**src/rtl/axi_read_arbiter_if.sv**
```systemverilog
// AXI4 read-path bundle shared by the arbiter and its environment.
// Upstream (s_*) signals are packed per master, downstream (m_*) per slave.
interface axi_read_arbiter_if #(
  parameter int MASTER_NUM = 2,
  parameter int SLAVE_NUM  = 3,
  parameter int ADDR_WIDTH = 32,
  parameter int DATA_WIDTH = 32,
  parameter int ID_WIDTH   = 4
);
  // upstream AR
  logic [MASTER_NUM-1:0]            s_arvalid;
  logic [MASTER_NUM-1:0]            s_arready;
  logic [MASTER_NUM*ADDR_WIDTH-1:0] s_araddr;
  logic [MASTER_NUM*8-1:0]          s_arlen;
  logic [MASTER_NUM*ID_WIDTH-1:0]   s_arid;
  // upstream R
  logic [MASTER_NUM-1:0]            s_rvalid;
  logic [MASTER_NUM-1:0]            s_rready;
  logic [DATA_WIDTH-1:0]            s_rdata;
  logic [1:0]                       s_rresp;
  logic                             s_rlast;
  logic [ID_WIDTH-1:0]              s_rid;
  // downstream AR
  logic [SLAVE_NUM-1:0]             m_arvalid;
  logic [SLAVE_NUM-1:0]             m_arready;
  logic [ADDR_WIDTH-1:0]            m_araddr;
  logic [7:0]                       m_arlen;
  logic [ID_WIDTH-1:0]              m_arid;
  // downstream R
  logic [SLAVE_NUM-1:0]             m_rvalid;
  logic [SLAVE_NUM-1:0]             m_rready;
  logic [SLAVE_NUM*DATA_WIDTH-1:0]  m_rdata;
  logic [SLAVE_NUM*2-1:0]           m_rresp;
  logic [SLAVE_NUM-1:0]             m_rlast;
  logic [SLAVE_NUM*ID_WIDTH-1:0]    m_rid;

  // Arbiter view: masters the downstream slaves, serves the upstream masters.
  modport master (
    input  s_arvalid, s_araddr, s_arlen, s_arid, s_rready,
           m_arready, m_rvalid, m_rdata, m_rresp, m_rlast, m_rid,
    output s_arready, s_rvalid, s_rdata, s_rresp, s_rlast, s_rid,
           m_arvalid, m_araddr, m_arlen, m_arid, m_rready
  );

  // Environment view: the requesting masters and responding slaves.
  modport slave (
    output s_arvalid, s_araddr, s_arlen, s_arid, s_rready,
           m_arready, m_rvalid, m_rdata, m_rresp, m_rlast, m_rid,
    input  s_arready, s_rvalid, s_rdata, s_rresp, s_rlast, s_rid,
           m_arvalid, m_araddr, m_arlen, m_arid, m_rready
  );
endinterface

```
**src/rtl/axi_read_arbiter.sv**
```systemverilog
// AXI4 read arbiter: round-robin over MASTER_NUM masters, one transaction in
// flight, address decoded to SLAVE_NUM slaves, DECERR burst for unmapped hits.

// Address map: the top address nibble selects the slave (nibble j -> slave j).
// Nibbles >= SLAVE_NUM hit nothing and produce an all-zero select.
module axi_read_addr_decoder #(
  parameter int SLAVE_NUM = 3
) (
  input  logic [3:0]           region,
  output logic [SLAVE_NUM-1:0] sel
);
  // one-hot compare of the region nibble against each slave index
  always_comb begin
    sel = '0;
    for (int unsigned j = 0; j < SLAVE_NUM; j++) begin
      if (region == 4'(j)) sel[j] = 1'b1;
    end
  end
endmodule

module axi_read_arbiter #(
  parameter int MASTER_NUM = 2,
  parameter int SLAVE_NUM  = 3,
  parameter int ADDR_WIDTH = 32,
  parameter int DATA_WIDTH = 32,
  parameter int ID_WIDTH   = 4
) (
  input logic                ACLK,
  input logic                ARESET,
  axi_read_arbiter_if.master bus
);
  localparam int GW = (MASTER_NUM > 1) ? $clog2(MASTER_NUM) : 1;

  typedef enum logic [1:0] {IDLE, ADDR, DATA, ERR} state_t;

  state_t                state;
  logic [GW-1:0]         rr_ptr;
  logic [GW-1:0]         grant;
  logic [ADDR_WIDTH-1:0] addr_q;
  logic [7:0]            len_q;
  logic [ID_WIDTH-1:0]   id_q;
  logic [SLAVE_NUM-1:0]  sel_q;
  logic [7:0]            beat_cnt;

  logic                  found;
  logic [GW-1:0]         winner;
  logic [GW:0]           cand;
  logic [GW-1:0]         next_ptr;
  logic [ADDR_WIDTH-1:0] win_addr;
  logic [7:0]            win_len;
  logic [ID_WIDTH-1:0]   win_id;
  logic [SLAVE_NUM-1:0]  win_sel;

  logic                  r_valid;
  logic                  r_last;
  logic [DATA_WIDTH-1:0] r_data;
  logic [1:0]            r_resp;
  logic [ID_WIDTH-1:0]   r_id;

  // round-robin search: first requester at or after the pointer, wrapping
  always_comb begin
    found  = 1'b0;
    winner = '0;
    cand   = '0;
    for (int unsigned i = 0; i < MASTER_NUM; i++) begin
      cand = {1'b0, rr_ptr} + (GW+1)'(i);
      if (cand >= (GW+1)'(MASTER_NUM)) cand = cand - (GW+1)'(MASTER_NUM);
      if (!found && bus.s_arvalid[cand[GW-1:0]]) begin
        found  = 1'b1;
        winner = cand[GW-1:0];
      end
    end
  end

  assign next_ptr = (int'(winner) == MASTER_NUM - 1) ? '0 : winner + 1'b1;
  assign win_addr = bus.s_araddr[int'(winner)*ADDR_WIDTH +: ADDR_WIDTH];
  assign win_len  = bus.s_arlen[int'(winner)*8 +: 8];
  assign win_id   = bus.s_arid[int'(winner)*ID_WIDTH +: ID_WIDTH];

  axi_read_addr_decoder #(
    .SLAVE_NUM (SLAVE_NUM)
  ) u_dec (
    .region (win_addr[ADDR_WIDTH-1 -: 4]),
    .sel    (win_sel)
  );

  // R fields of the selected slave (select is one-hot, so OR-merge is a mux)
  always_comb begin
    r_valid = 1'b0;
    r_last  = 1'b0;
    r_data  = '0;
    r_resp  = '0;
    r_id    = '0;
    for (int unsigned j = 0; j < SLAVE_NUM; j++) begin
      if (sel_q[j]) begin
        r_valid = r_valid | bus.m_rvalid[j];
        r_last  = r_last  | bus.m_rlast[j];
        r_data  = r_data  | bus.m_rdata[j*DATA_WIDTH +: DATA_WIDTH];
        r_resp  = r_resp  | bus.m_rresp[j*2 +: 2];
        r_id    = r_id    | bus.m_rid[j*ID_WIDTH +: ID_WIDTH];
      end
    end
  end

  // transaction FSM: capture in IDLE, forward AR, route or synthesize R
  always_ff @(posedge ACLK or posedge ARESET) begin
    if (ARESET) begin
      state    <= IDLE;
      rr_ptr   <= '0;
      grant    <= '0;
      addr_q   <= '0;
      len_q    <= '0;
      id_q     <= '0;
      sel_q    <= '0;
      beat_cnt <= '0;
    end else begin
      case (state)
        IDLE: begin
          if (found) begin
            grant    <= winner;
            addr_q   <= win_addr;
            len_q    <= win_len;
            id_q     <= win_id;
            sel_q    <= win_sel;
            beat_cnt <= '0;
            rr_ptr   <= next_ptr;
            state    <= (|win_sel) ? ADDR : ERR;
          end
        end
        ADDR: begin
          if (|(sel_q & bus.m_arready)) state <= DATA;
        end
        DATA: begin
          if (r_valid && bus.s_rready[grant] && r_last) state <= IDLE;
        end
        ERR: begin
          if (bus.s_rready[grant]) begin
            if (beat_cnt == len_q) begin
              beat_cnt <= '0;
              state    <= IDLE;
            end else begin
              beat_cnt <= beat_cnt + 8'd1;
            end
          end
        end
        default: state <= IDLE;
      endcase
    end
  end

  assign bus.m_araddr = addr_q;
  assign bus.m_arlen  = len_q;
  assign bus.m_arid   = id_q;

  // per-state handshake and routing outputs; ready is also masked by reset
  always_comb begin
    bus.s_arready = '0;
    bus.s_rvalid  = '0;
    bus.s_rdata   = '0;
    bus.s_rresp   = '0;
    bus.s_rlast   = 1'b0;
    bus.s_rid     = '0;
    bus.m_arvalid = '0;
    bus.m_rready  = '0;
    case (state)
      IDLE: begin
        if (found && !ARESET) bus.s_arready[winner] = 1'b1;
      end
      ADDR: begin
        bus.m_arvalid = sel_q;
      end
      DATA: begin
        bus.s_rvalid[grant] = r_valid;
        bus.m_rready        = sel_q & {SLAVE_NUM{bus.s_rready[grant]}};
        bus.s_rdata         = r_data;
        bus.s_rresp         = r_resp;
        bus.s_rlast         = r_last;
        bus.s_rid           = r_id;
      end
      ERR: begin
        bus.s_rvalid[grant] = 1'b1;
        bus.s_rresp         = 2'b11;
        bus.s_rlast         = (beat_cnt == len_q);
        bus.s_rid           = id_q;
      end
      default: ;
    endcase
  end
endmodule

```
**src/flat_wrapper.sv**
```systemverilog
// flat-port wrapper written by rule: the top's interface ports become plain ports
module axi_read_arbiter_flat 
#(
  parameter int MASTER_NUM = 2,
  parameter int SLAVE_NUM  = 3,
  parameter int ADDR_WIDTH = 32,
  parameter int DATA_WIDTH = 32,
  parameter int ID_WIDTH   = 4
)
  (ACLK, ARESET, bus_s_arvalid, bus_s_araddr, bus_s_arlen, bus_s_arid, bus_s_rready, bus_m_arready, bus_m_rvalid, bus_m_rdata, bus_m_rresp, bus_m_rlast, bus_m_rid, bus_s_arready, bus_s_rvalid, bus_s_rdata, bus_s_rresp, bus_s_rlast, bus_s_rid, bus_m_arvalid, bus_m_araddr, bus_m_arlen, bus_m_arid, bus_m_rready);
  axi_read_arbiter_if #(.MASTER_NUM(MASTER_NUM), .SLAVE_NUM(SLAVE_NUM), .ADDR_WIDTH(ADDR_WIDTH), .DATA_WIDTH(DATA_WIDTH), .ID_WIDTH(ID_WIDTH)) bus_i ();
  input logic ACLK;
  input logic ARESET;
  input wire logic [$bits(bus_i.s_arvalid)-1:0] bus_s_arvalid;
  input wire logic [$bits(bus_i.s_araddr)-1:0] bus_s_araddr;
  input wire logic [$bits(bus_i.s_arlen)-1:0] bus_s_arlen;
  input wire logic [$bits(bus_i.s_arid)-1:0] bus_s_arid;
  input wire logic [$bits(bus_i.s_rready)-1:0] bus_s_rready;
  input wire logic [$bits(bus_i.m_arready)-1:0] bus_m_arready;
  input wire logic [$bits(bus_i.m_rvalid)-1:0] bus_m_rvalid;
  input wire logic [$bits(bus_i.m_rdata)-1:0] bus_m_rdata;
  input wire logic [$bits(bus_i.m_rresp)-1:0] bus_m_rresp;
  input wire logic [$bits(bus_i.m_rlast)-1:0] bus_m_rlast;
  input wire logic [$bits(bus_i.m_rid)-1:0] bus_m_rid;
  output wire logic [$bits(bus_i.s_arready)-1:0] bus_s_arready;
  output wire logic [$bits(bus_i.s_rvalid)-1:0] bus_s_rvalid;
  output wire logic [$bits(bus_i.s_rdata)-1:0] bus_s_rdata;
  output wire logic [$bits(bus_i.s_rresp)-1:0] bus_s_rresp;
  output wire logic [$bits(bus_i.s_rlast)-1:0] bus_s_rlast;
  output wire logic [$bits(bus_i.s_rid)-1:0] bus_s_rid;
  output wire logic [$bits(bus_i.m_arvalid)-1:0] bus_m_arvalid;
  output wire logic [$bits(bus_i.m_araddr)-1:0] bus_m_araddr;
  output wire logic [$bits(bus_i.m_arlen)-1:0] bus_m_arlen;
  output wire logic [$bits(bus_i.m_arid)-1:0] bus_m_arid;
  output wire logic [$bits(bus_i.m_rready)-1:0] bus_m_rready;
  assign bus_i.s_arvalid = bus_s_arvalid;
  assign bus_i.s_araddr = bus_s_araddr;
  assign bus_i.s_arlen = bus_s_arlen;
  assign bus_i.s_arid = bus_s_arid;
  assign bus_i.s_rready = bus_s_rready;
  assign bus_i.m_arready = bus_m_arready;
  assign bus_i.m_rvalid = bus_m_rvalid;
  assign bus_i.m_rdata = bus_m_rdata;
  assign bus_i.m_rresp = bus_m_rresp;
  assign bus_i.m_rlast = bus_m_rlast;
  assign bus_i.m_rid = bus_m_rid;
  assign bus_s_arready = bus_i.s_arready;
  assign bus_s_rvalid = bus_i.s_rvalid;
  assign bus_s_rdata = bus_i.s_rdata;
  assign bus_s_rresp = bus_i.s_rresp;
  assign bus_s_rlast = bus_i.s_rlast;
  assign bus_s_rid = bus_i.s_rid;
  assign bus_m_arvalid = bus_i.m_arvalid;
  assign bus_m_araddr = bus_i.m_araddr;
  assign bus_m_arlen = bus_i.m_arlen;
  assign bus_m_arid = bus_i.m_arid;
  assign bus_m_rready = bus_i.m_rready;
  axi_read_arbiter #(.MASTER_NUM(MASTER_NUM), .SLAVE_NUM(SLAVE_NUM), .ADDR_WIDTH(ADDR_WIDTH), .DATA_WIDTH(DATA_WIDTH), .ID_WIDTH(ID_WIDTH)) u_core (.ACLK(ACLK), .ARESET(ARESET), .bus(bus_i));
endmodule
```
**config.mk**
```make
export PLATFORM = sky130hd
export DESIGN_NAME = axi_read_arbiter_flat
export DESIGN_NICKNAME = d
export VERILOG_FILES = /design/src/rtl/axi_read_arbiter_if.sv /design/src/rtl/axi_read_arbiter.sv /design/src/flat_wrapper.sv
export SDC_FILE = /design/constraint.sdc
export NUM_CORES = 1
export LEC_CHECK = 0
export CORE_AREA = 2 2 120 122
export DETAILED_ROUTE_END_ITERATION = 16
export DIE_AREA = 0 0 122 124
export PLACE_DENSITY = 0.7
export SLEW_MARGIN = 5
export SYNTH_ARGS = -nofsm -noshare
export SYNTH_HDL_FRONTEND = slang
export SYNTH_SLANG_ARGS = --single-unit
```
**constraint.sdc**
```tcl
create_clock -name ACLK -period 2.9 [get_ports ACLK]
set_input_delay 0.725 -clock ACLK [delete_from_list [all_inputs] [get_ports ACLK]]
set_output_delay 0.725 -clock ACLK [all_outputs]
set_load 0.1 [all_outputs]
```
After elaboration in Yosys (flattened, before gate mapping):

Cells that the tools add are included.

* register bits after elaboration: 59
* bits in read-only memories: 0
* memories: 0
* output and inout port bits: 93
* bits in writable memories: 0
* latch bits: 0
* logic and storage cells: 119

* divide/modulo/power cells: 0
* add/subtract/negate cells: 5
* bitwise gates (word level): 13
* shift-type cells: 3
* multiplexer cells: 55
* $lt $le $gt $ge: 8
* multiply operators: 0
* eq/ne operators: 11
* reduce and logical (&&, ||, !) cells: 16

Operator list (count)
* $mux W32: 4
* $or A32 B32 Y32: 2
* $shiftx A64 B7 Y32: 1
* $mux W1: 24
* $mux W8: 3
* $mux W2: 11
* $pmux W8 S2: 1
* $shiftx A16 B5 Y8: 1
* $mux W4: 3
* $ne A2 B1 Y1 const B: 5
* $add A8 B1 Y8 const B: 1
* $eq A8 B8 Y1: 1
* $lt A1 B2 Y1 const B: 4
* $or A4 B4 Y4: 2
* $pmux W2 S2: 2
* $pmux W2 S4: 1
* $pmux W4 S2: 1
* $shiftx A8 B4 Y4: 1
* $and A3 B3 Y3: 2
* $logic_and A1 B1 Y1: 6
* $mux W3: 2
* $reduce_or A3 Y1: 2
* $reduce_and A5 Y1: 1
* $eq A2 B2 Y1 const B: 2
* 20 further kinds: 28

Longest topological paths before layout:

Gate-level depths: netlist of run 1.

* word-level depth: 15
* depth in mapped cells: 7
* gate-level depth less buffers: 7

By module:

Synthesis of run 1 repeated with hierarchy kept, for this count alone.

* cells, all modules: 422
* area total of the unflattened synthesis: 3574.7 µm²

By module, submodules not included
* axi_read_arbiter: area an instance 3550.9 µm², cells each 419, seq. area each 1476.4 µm², times used 1
* axi_read_addr_decoder: area an instance 23.8 µm², cells each 3, seq. area each 0.0 µm², times used 1

Worst setup path after synthesis of run 1:

No wires, ideal clock.

* path type: register to output
* start point: register u_core.sel_q[1]
* end point: output bus_s_rid[1]
* setup slack: -0.885 ns
* buffers on the path: 2
* data required time: 2.175 ns
* stages on the path, launching flop included: 5
* arrival time: 3.060 ns
* cells stage by stage: dfrtp_1 > clkbuf_1 > clkbuf_1 > a222oi_1 > o21ai_0

* word-level cells in the longest chain between the ends: 4

RTL lines
* start, declared: line axi_read_arbiter.sv:42 `logic [SLAVE_NUM-1:0] sel_q;`
* start signal, assigned: line axi_read_arbiter.sv:124 `sel_q <= win_sel;`
* $mux W4 (*): line axi_read_arbiter.sv:95 `if (sel_q[j]) begin`
* $or A4 B4 Y4: line axi_read_arbiter.sv:100 `r_id = r_id | bus.m_rid[j*ID_WIDTH +: ID_WIDTH];`
* $mux W4 (*): line axi_read_arbiter.sv:95
* $pmux W4 S2 (*): line axi_read_arbiter.sv:165 `case (state)`
* end, declared: line flat_wrapper.sv:30 `output wire logic [$bits(bus_i.s_rid)-1:0] bus_s_rid;`

Every way passes the cells marked *; elsewhere a longest branch is shown, timed or not.

Final worst setup path of run 1:

* start point: input bus_m_rvalid[0]
* end point: output bus_s_rvalid[1]

* word-level cells in the longest chain between the ends: 7

RTL lines
* start, declared: line flat_wrapper.sv:20 `input wire logic [$bits(bus_i.m_rvalid)-1:0] bus_m_rvalid;`
* $mux W1 (*): line axi_read_arbiter.sv:95
* $or A1 B1 Y1: line axi_read_arbiter.sv:96 `r_valid = r_valid | bus.m_rvalid[j];`
* $mux W1 (*): line axi_read_arbiter.sv:95
* $or A1 B1 Y1: line axi_read_arbiter.sv:96
* $mux W1 (*): line axi_read_arbiter.sv:95
* $and A2 B2 Y2 (no line) (*)
* $pmux W2 S2 (*): line axi_read_arbiter.sv:165
* end, declared: line flat_wrapper.sv:26 `output wire logic [$bits(bus_i.s_rvalid)-1:0] bus_s_rvalid;`

Marked as above.

==> flow_summary_export.csv, run 1 <==
group,metric,value,unit
yosys,yosysSeqAreaShare,0.424,
power,p_sw,4990,µW
setup_path,cp-end-kind,"primary output",
setup_path,crit_buf_inv,2,
power,pwr-share-comb,0.712,
power,power_frac_clock,0.116,
floorplanning,ioPinCount,310,
global_routing,grt_max_degree,60,
drt,drc,0,
yosys,synth_cell_types,36,
clocking,cts_root_buf,"clkbuf_16",
timing,finalSetupViolCount,0,
power,peakVddDrop,1.21,mV
timing,tns,0,ns
clocking,clkSinkCount,59,
setup_path,rrSetupSlack,0.82,ns
setup_path,r2r_end,"u_core.beat_cnt[0]",
placement,dpl.hpwl,12700,µm
cells_and_area,diodes,0,
cells_and_area,drive_above_1_share,0.240,
drt,drtIter0Drc,516,
setup_path,timing.rr.start,"u_core.state[0]",
worst_hold_path,min_path_cells,1,
clocking,clkLatencyLatePin,0.32,ns
floorplanning,die_width,122,µm
setup_path,cp_cell_sequence,"clkdlybuf4s50_1, a222oi_1, nor2_1, nor2_1, nor2b_2, buf_12",
power,power_leakage,0.00328,µW
floorplanning,core,0.0137,mm²
clocking,cts_tree,"built",
power,power_density,1130,mW/mm²
global_routing,grt_pass1_vias,4450,
timing,drv_slew,0,
setup_path,critical-path-top-delay-family,"buffers and inverters",
yosys,synth.net_count,588,
drt,drt-pass1-iter-count,9,
cells_and_area,syn_to_final_growth,119,%
placement,io_buffers,309,
yosys,synth-edff-count,0,
timing,worst_slew_pin_slew,0.735,ns
drt,wl_per_cell,18.8,µm
worst_hold_path,whs_endpoint,"u_core.bus.m_araddr[28]",
power,power,8610,µW
timing,fin_crit_sh,0.953,
run,maxCapViolations,0,
clocking,path_clk_slew,0.05,ns
clocking,htreeDepth,3,
setup_path,crit_top_cell,"nor2_1",
timing,fmaxAchievable,362,MHz
drt,drt-vias-per-instance,5.17,
yosys,netlist_area,0.00348,mm²
clocking,cts_setup_buffers,0,
timing,grt_setup_unrepaired,"no",
yosys,async_flop_share,1.00,
yosys,yosys.area.top_type,"dfrtp_1",
setup_path,cp_slowest_stage_delay,0.41,ns
global_routing,grt_overflow,0,
yosys,synth-main-ff-cell,"dfrtp_1",
yosys,synth_area_leaders,"dfrtp_1 (42%), a222oi_1 (23%), inv_1 (5.0%)",
power,seq_power_share,0.173,
global_routing,grt_pass1_wl,23300,µm
setup_path,cp-start-kind,"primary input",
global_routing,grt_use_total,0.200,
clocking,clock_path_buffers,2,
drt,ant_nets,0,
setup_path,rr_worst_depth,7,
power,p_sw_frac,0.580,
floorplanning,start_util,0.254,
setup_path,cp_max_fo,2,
floorplanning,row_count,43,
yosys,synth_top_cell_area_share,0.424,
yosys,syn_inst,366,
setup_path,critical_path_required,2.17,ns
clocking,hold_buffers,0,
timing,skew,0.00516,ns
yosys,ys_ff_latch,59,
setup_path,crit_arrival,2.04,ns
timing,hold_slack,0.482,ns
timing,hold_violations,0,
setup_path,critPathKind,"in -> out",
floorplanning,dieHeight,124,µm
power,internal_power,3620,µW
yosys,synthTopCellsByCount,"a222oi_1 (80), dfrtp_1 (59), inv_1 (46), nor2_1 (41), clkbuf_1 (32)",
clocking,cts-resized-gates,0,
floorplanning,die_area,0.0151,mm²
yosys,yosysMostFrequentCell,"a222oi_1",
timing,maxSlewHeadroom,0.510,
cells_and_area,nets,889,
timing,min_period,2.76,ns
yosys,syn_area_per_cell,9.51,µm²
setup_path,slowest_stage,"a222oi_1",
yosys,yosysWarningCount,0,
outcome,status,"finished clean",
worst_hold_path,hp-class,"reg -> reg",
placement,gp_congestion,0.779,
clocking,cts-buffers-inserted,9,
drt,num_vias,4407,
drt,wl,16000,µm
worst_hold_path,min-delay-start,"u_core.bus.m_araddr[28]",
global_routing,antenna_found_initial,0,
==> power by group through the flow <==
stage               logic [µW]  clock network [µW]  registers [µW]
detailed placement        6170                   0            1470
global route              6420                1070            1530
CTS                       6170                1030            1480
finish                    6130                 997            1490
floorplan                 2240                   0            3480
global placement          6090                   0            1480
==> per-layer routing <==
layer | vias up | wire length [µm] | share of wire | global-route usage
met5 | - | 0 | 0 | 0
met4 | 0 | 331 | 0.021 | 0.0776
met3 | 16 | 1700 | 0.11 | 0.0577
met2 | 264 | 8040 | 0.50 | 0.354
met1 | 2083 | 5940 | 0.37 | 0.228
li1 | 2044 | - | - | -
==> state kept, by name, summed over array words and instances (netlist names) <==
signal,cells
u_core.beat_cnt,8
u_core.sel_q,3
u_core.rr_ptr,1
u_core.grant,1
u_core.bus.m_arid,4
u_core.bus.m_arlen,8
u_core.state,2
u_core.bus.m_araddr,32
==> worst max-delay path by stage <==
stage	startpoint	endpoint	slack [ns]	cells after the start
after CTS	bus_m_rvalid[0]	bus_s_rvalid[1]	0.14	6
after global routing	bus_m_rvalid[0]	bus_s_rvalid[1]	0.02	6
after detailed placement	bus_m_rvalid[0]	bus_s_rvalid[1]	0.15	6
final	bus_m_rvalid[0]	bus_s_rvalid[1]	0.14	6
after floorplan	u_core.state[0]	bus_s_rdata[21]	-0.29	6
after global placement	bus_m_rvalid[0]	bus_s_rvalid[1]	0.15	6
==> metrics by stage <==
| stage | area [µm²] | utilization | cells | setup slack (ns) |
|---|---|---|---|---|
| floorplan | 3560 | - | 366 | -0.290 |
| global placement | 7330 | 0.534 | 836 | 0.153 |
| CTS | 7620 | 0.555 | 852 | 0.140 |
| global route | 7620 | 0.555 | 852 | 0.0220 |
| detailed placement | 7330 | 0.534 | 836 | 0.151 |
| finish | 7620 | 0.555 | 852 | 0.136 |
==> layout make-up <==
| cell class | instances | area (µm²) |
|---|---|---|
| clock buffers | 13 | 270 |
| clock inverters | 3 | 21.3 |
| fillers | 1164 | 6100 |
| inverters | 46 | 176 |
| multi-input cells | 228 | 1810 |
| flip-flops and latches | 59 | 1480 |
| well taps | 180 | 225 |
| repair buffers | 323 | 3640 |
==> cell families (layout without fill, tap and decap cells) <==
family / Yosys count / after routing / share of synthesized area
AOI/OAI and AO/OA: 120 / 120 / 0.314
and+or+nand+nor: 86 / 86 / 0.112
buffers and inverters: 79 / 385 / 0.0852
DFF: 59 / 59 / 0.424
muxes: 9 / 9 / 0.0269
xor gates and xnor gates: 8 / 8 / 0.0201
adders and majority gates: 5 / 5 / 0.0180
==> cell usage in the layout (no fill, tap or decap), types with 6 or more instances in the layout <==
| master | synthesis | routed |
|---|---|---|
| a222oi_1 | 80 | 80 |
| nor2_1 | 41 | 19 |
| dfrtp_1 | 59 | 59 |
| a22o_1 | 7 | 7 |
| o21ai_0 | 14 | 10 |
| nor2_2 | 0 | 22 |
| clkbuf_16 | 0 | 9 |
| xnor2_1 | 8 | 8 |
| inv_1 | 46 | 44 |
| nand2_1 | 18 | 18 |
| buf_12 | 0 | 54 |
| and3_1 | 6 | 6 |
| buf_4 | 0 | 53 |
| mux2i_1 | 6 | 6 |
| clkdlybuf4s50_1 | 0 | 216 |
Power figures use the tool's default switching activity.
==> inputs of run 2 (changes only) <==
--- a/config.mk
+++ b/config.mk
@@ -5,6 +5,7 @@
 export SDC_FILE = /design/constraint.sdc
 export NUM_CORES = 1
 export LEC_CHECK = 0
+export CAP_MARGIN = 25
 export CORE_AREA = 2 2 120 122
 export DETAILED_ROUTE_END_ITERATION = 16
 export DIE_AREA = 0 0 122 124
==> results of run 2 <==
The final DEF is identical to that of run 1; final timing and power are the same.
==> edit 1, RTL diff (settings of run 2) <==
Encoding of `state_t`: now one-hot (4 bits for 4 states).
--- a/src/rtl/axi_read_arbiter.sv
+++ b/src/rtl/axi_read_arbiter.sv
@@ -31,7 +31,7 @@
 );
   localparam int GW = (MASTER_NUM > 1) ? $clog2(MASTER_NUM) : 1;
 
-  typedef enum logic [1:0] {IDLE, ADDR, DATA, ERR} state_t;
+  typedef enum logic [3:0] {IDLE = 4'b0001, ADDR = 4'b0010, DATA = 4'b0100, ERR = 4'b1000} state_t;
 
   state_t                state;
   logic [GW-1:0]         rr_ptr;
Behaviour: no difference found for any inputs over 4 cycles, from zero or initial values and one cycle with ARESET high; so few cycles prove little.
==> edit 1 against run 2 <==
- synthesized area increased by 6.8%
- total power decreased by 15%
- sequential cell count increased by 2
- clock skew increased by 5.2 ps
- critical path depth unchanged
- sequential power about the same
- worst setup slack got worse by 64 ps
- synthesized cell count increased by 16%
- design area increased by 4.5%
- routed wire length increased by 7.9%
- critical path type unchanged
- highest routed layer unchanged
==> edit 1: results (changes against run 2) <==
[routing]
drt-pass1-iter-count=6  ; -3
drt-met1-wl_um=6040  ; +1.7%
wl_met3_um=1550  ; -8.3%
post_drt_wl_per_cell_um=18.8  ; +0.21%
met2_length_um=9040  ; +12%
drtIter0Drc=323  ; -37%
routed_wirelength_um=17300  ; +7.9%
viasPerCell=5.22  ; +0.90%

[layout]
fin_util_pct=58.0  ; +2.5 points
fill_cells=1165  ; +0.086%
drive_gt1_share_pct=23.6  ; -0.35 points
final_nets=951  ; +7.0%

[min_path]
holdPathEnd=u_core.bus.m_araddr[2]
hp-start=u_core.bus.m_araddr[2]
whs_path_depth=2  ; +1

[global_route]
met3_usage_pct=5.54  ; -0.23 points
grt_pass1_wl_um=25500  ; +9.6%
grt_pass1_vias=4846  ; +8.9%
grt_use_met2_pct=40.6  ; +5.2 points
grt_use_met1_pct=22.8  ; about the same
grt_max_degree=50  ; -17%
grt_usage_pct=21.9  ; +1.9 points

[power_and_ir_drop]
power_leakage_uw=0.00320  ; -2.4%
p_int_uw=3090  ; -14%
max-vdd-ir-drop_mv=0.898  ; -26%
pwr-share-clk_pct=12.7  ; +1.1 points
clock_net_power_uw=930  ; -6.7%
comb-power_uw=4880  ; -20%

[placement]
hpwl_um=13800  ; +8.8%
dpl_cell_area_mm2=0.00765  ; +4.4%
dpl.cell_count=901  ; +7.8%
gp_congestion=0.817  ; +4.9%
dpl_worst_slack_ps=73.0  ; -78.1 ps

[worst_setup_path]
r2r_cells=5  ; -2
rr_startpoint=u_core.state[0]
slowest_delay_ps=440  ; +30 ps
r2r_end=u_core.bus.m_araddr[30]
rrSetupSlack_ps=900  ; +80 ps
critPathArrivalTime_ps=2100  ; +60 ps

[cts]
cts_resized=8  ; +8
cts_setup_buffers=0  ; unchanged

[synth]
synth_seq_area_share_pct=41.1  ; -1.3 points
synth_cell_type_count=47  ; +31%
syn_nets=641  ; +9.0%
yosys-top-cells-count=60 x dfrtp_1, 58 x nand2_1, 55 x o21ai_0
syn_inst=423  ; +16%
synth_area_leaders=dfrtp_1 40%, a222oi_1 11%, a22oi_1 8.3%, o21ai_0 7.4%, nand2_1 5.9%
synth-async-reset-ratio_pct=100  ; unchanged

[timing]
finalCritPeriodShare_pct=97.5  ; +2.2 points
skew_ps=10.3  ; +5.16 ps
timing.hold.ws_ps=477  ; -5.16 ps
maxSlewHeadroom_pct=44.2  ; -6.8 points

[status]
outcome=complete, no violations

edit 1: cell count changes in the layout (fill, tap and decap cells not counted), sizes merged, moves of 7 or more:
cell	run 2	this run
o21ai	16	60
a22oi	1	42
nand2	18	59
inv	45	5
a222oi	80	41
buf	107	121
xor2	0	8
xnor2	8	1
edit 1: final cells by class:
| cell class | instances | area share (%) |
|---|---|---|
| clock inverters | 4 | 0.330 |
| clock buffers | 11 | 2.92 |
| inverters | 5 | 0.236 |
| flip-flops and latches | 61 | 19.2 |
| repair buffers | 338 | 47.3 |
| well taps | 180 | 2.83 |
| multi-input cells | 318 | 27.2 |
edit 1: kinds of logic (layout without fill, tap and decap cells):
family / count (synthesis) / in the layout / share of synthesized area (%)
AOI/OAI and AO/OA: 166 / 166 / 32.8
and+or+nand+nor: 140 / 140 / 18.5
DFF: 61 / 61 / 41.1
buffers and inverters: 44 / 358 / 4.65
xor gates and xnor gates: 9 / 9 / 2.12
muxes: 2 / 2 / 0.539
adders and majority gates: 1 / 1 / 0.337
==> edit 2, RTL diff (config.mk and constraints of run 2) <==
Made on the original files. `ID_WIDTH` is set to 4 in 3 places; all go to 5.
--- a/src/rtl/axi_read_arbiter_if.sv
+++ b/src/rtl/axi_read_arbiter_if.sv
@@ -5,7 +5,7 @@
   parameter int SLAVE_NUM  = 3,
   parameter int ADDR_WIDTH = 32,
   parameter int DATA_WIDTH = 32,
-  parameter int ID_WIDTH   = 4
+  parameter int ID_WIDTH   = 5
 );
   // upstream AR
   logic [MASTER_NUM-1:0]            s_arvalid;
--- a/src/rtl/axi_read_arbiter.sv
+++ b/src/rtl/axi_read_arbiter.sv
@@ -23,7 +23,7 @@
   parameter int SLAVE_NUM  = 3,
   parameter int ADDR_WIDTH = 32,
   parameter int DATA_WIDTH = 32,
-  parameter int ID_WIDTH   = 4
+  parameter int ID_WIDTH   = 5
 ) (
   input logic                ACLK,
   input logic                ARESET,
--- a/src/flat_wrapper.sv
+++ b/src/flat_wrapper.sv
@@ -5,7 +5,7 @@
   parameter int SLAVE_NUM  = 3,
   parameter int ADDR_WIDTH = 32,
   parameter int DATA_WIDTH = 32,
-  parameter int ID_WIDTH   = 4
+  parameter int ID_WIDTH   = 5
 )
   (ACLK, ARESET, bus_s_arvalid, bus_s_araddr, bus_s_arlen, bus_s_arid, bus_s_rready, bus_m_arready, bus_m_rvalid, bus_m_rdata, bus_m_rresp, bus_m_rlast, bus_m_rid, bus_s_arready, bus_s_rvalid, bus_s_rdata, bus_s_rresp, bus_s_rlast, bus_s_rid, bus_m_arvalid, bus_m_araddr, bus_m_arlen, bus_m_arid, bus_m_rready);
   axi_read_arbiter_if #(.MASTER_NUM(MASTER_NUM), .SLAVE_NUM(SLAVE_NUM), .ADDR_WIDTH(ADDR_WIDTH), .DATA_WIDTH(DATA_WIDTH), .ID_WIDTH(ID_WIDTH)) bus_i ();
Ports: changed (resized bus_m_arid, bus_m_rid, bus_s_arid and bus_s_rid); port bits go from 310 to 317. The function was not compared with the original's and may differ.
==> edit 2 against run 2 <==
- register-to-register slack worse by 80 ps
- sequential cell count is 1 higher
- synthesized area is 1.9% higher
- routed wire length is 3.9% higher
- design area is 1.7% higher
- cell count is 1.3% higher
- worst setup slack better by 5.0 ps
Power is left out: it rests on default switching activity, and per cell area and clock period it moved more than threefold.
==> edit 2: results (changes against run 2) <==
[placement]
gp_congestion=0.841  ; +7.9%
io_buffers=316  ; +2.3%
hpwl_um=13300  ; +5.4%

[global_route]
grt_pass1_vias=4607  ; +3.5%
grt_pass1_wl_um=24000  ; +3.2%
grt_usage_pct=20.8  ; +0.81 points
grt_max_degree=61  ; +1.7%

[timing]
skew_ps=5.13  ; -0.0323 ps
worstMarginPinSlew_ps=763  ; +27.4 ps

[routing]
post_drt_wl_per_cell_um=19.3  ; +2.5%
viasPerCell=5.20  ; +0.45%
drtIter0Drc=411  ; -20%
drt-pass1-iter-count=8  ; -1

[synth]
synth_compound_area_share_pct=31.3  ; -0.093 points
synthAdderAreaFrac_pct=1.76  ; -0.034 points
synth-async-reset-ratio_pct=100  ; unchanged
synthMuxAreaShare_pct=2.68  ; -0.015 points
synth_xor_area_share_pct=1.97  ; -0.038 points
yosys-top-cells-count=82 x a222oi_1, 60 x dfrtp_1, 46 x inv_1
synth_area_leaders=dfrtp_1 42%, a222oi_1 23%, inv_1 4.9%, nor2_1 4.3%, clkbuf_1 3.2%
syn_nets=600  ; +2.0%
synth_seq_area_share_pct=42.3  ; -0.087 points
synth_cell_type_count=38  ; +5.6%

[layout]
fill_cells=1201  ; +3.2%
final_nets=906  ; +1.9%
drive_gt1_share_pct=25.5  ; +1.5 points

[worst_setup_path]
cp_max_fo=2  ; unchanged

[status]
outcome=complete, no violations

==> edit 2: cell count changes after synthesis, sizes merged <==
cell,delta
a222oi,+2
mux2i,-1
a211oi,-1
dfrtp,+1
nor2b,+1
buf,+4
mux2,+1
nand2,+1
clkbuf,-2
o21ai,+1
==> edit 2: cell families after synthesis <==
kind of cell,after synthesis
AND/OR/NAND/NOR,88
flip-flops,60
adder cells (fa/ha/maj),5
buffers and inverters,81
multiplexers,9
AO/OA/AOI/OAI,122
XOR/XNOR,8
==> edit 2: per-layer routing <==
layer	wire, µm	track usage (%)
met1	5900	21.3
met2	8650	38.8
met3	1420	5.82
met4	640	10.4
met5	0	0
==> edit 2: path summary, 6_finish.rpt <==
check	slack, ps	start	end	cells past startpoint
worst max-delay path	140	bus_m_rvalid[0]	bus_s_rvalid[1]	6
worst min-delay path	480	u_core.bus.m_araddr[28]	u_core.bus.m_araddr[28]	1
worst max register to register	740	u_core.sel_q[2]	u_core.state[0]	5
worst min register to register	480	u_core.bus.m_araddr[28]	u_core.bus.m_araddr[28]	1
max in group asynchronous	1300	ARESET	u_core.bus.m_arid[2]	3
min in group asynchronous	1080	ARESET	u_core.rr_ptr	3
==> edit 2: area by class of cell <==
cell class / instances / area share, %
clock buffers: 11 / 3.26
clock inverters: 4 / 0.323
inverters: 46 / 2.28
multi-input cells: 232 / 24.2
flip-flops and latches: 60 / 19.4
well taps: 180 / 2.91
repair buffers: 330 / 47.7
==> edit 2: through the flow <==
step	utilization (%)	worst slack [ps]	area, µm²	cells
CTS	56.5	124	7750	863
global placement	54.5	139	7470	848
global route	56.5	37.4	7750	863
detailed placement	54.5	134	7470	848
finish	56.5	141	7750	863
floorplan	-	-252	3660	373
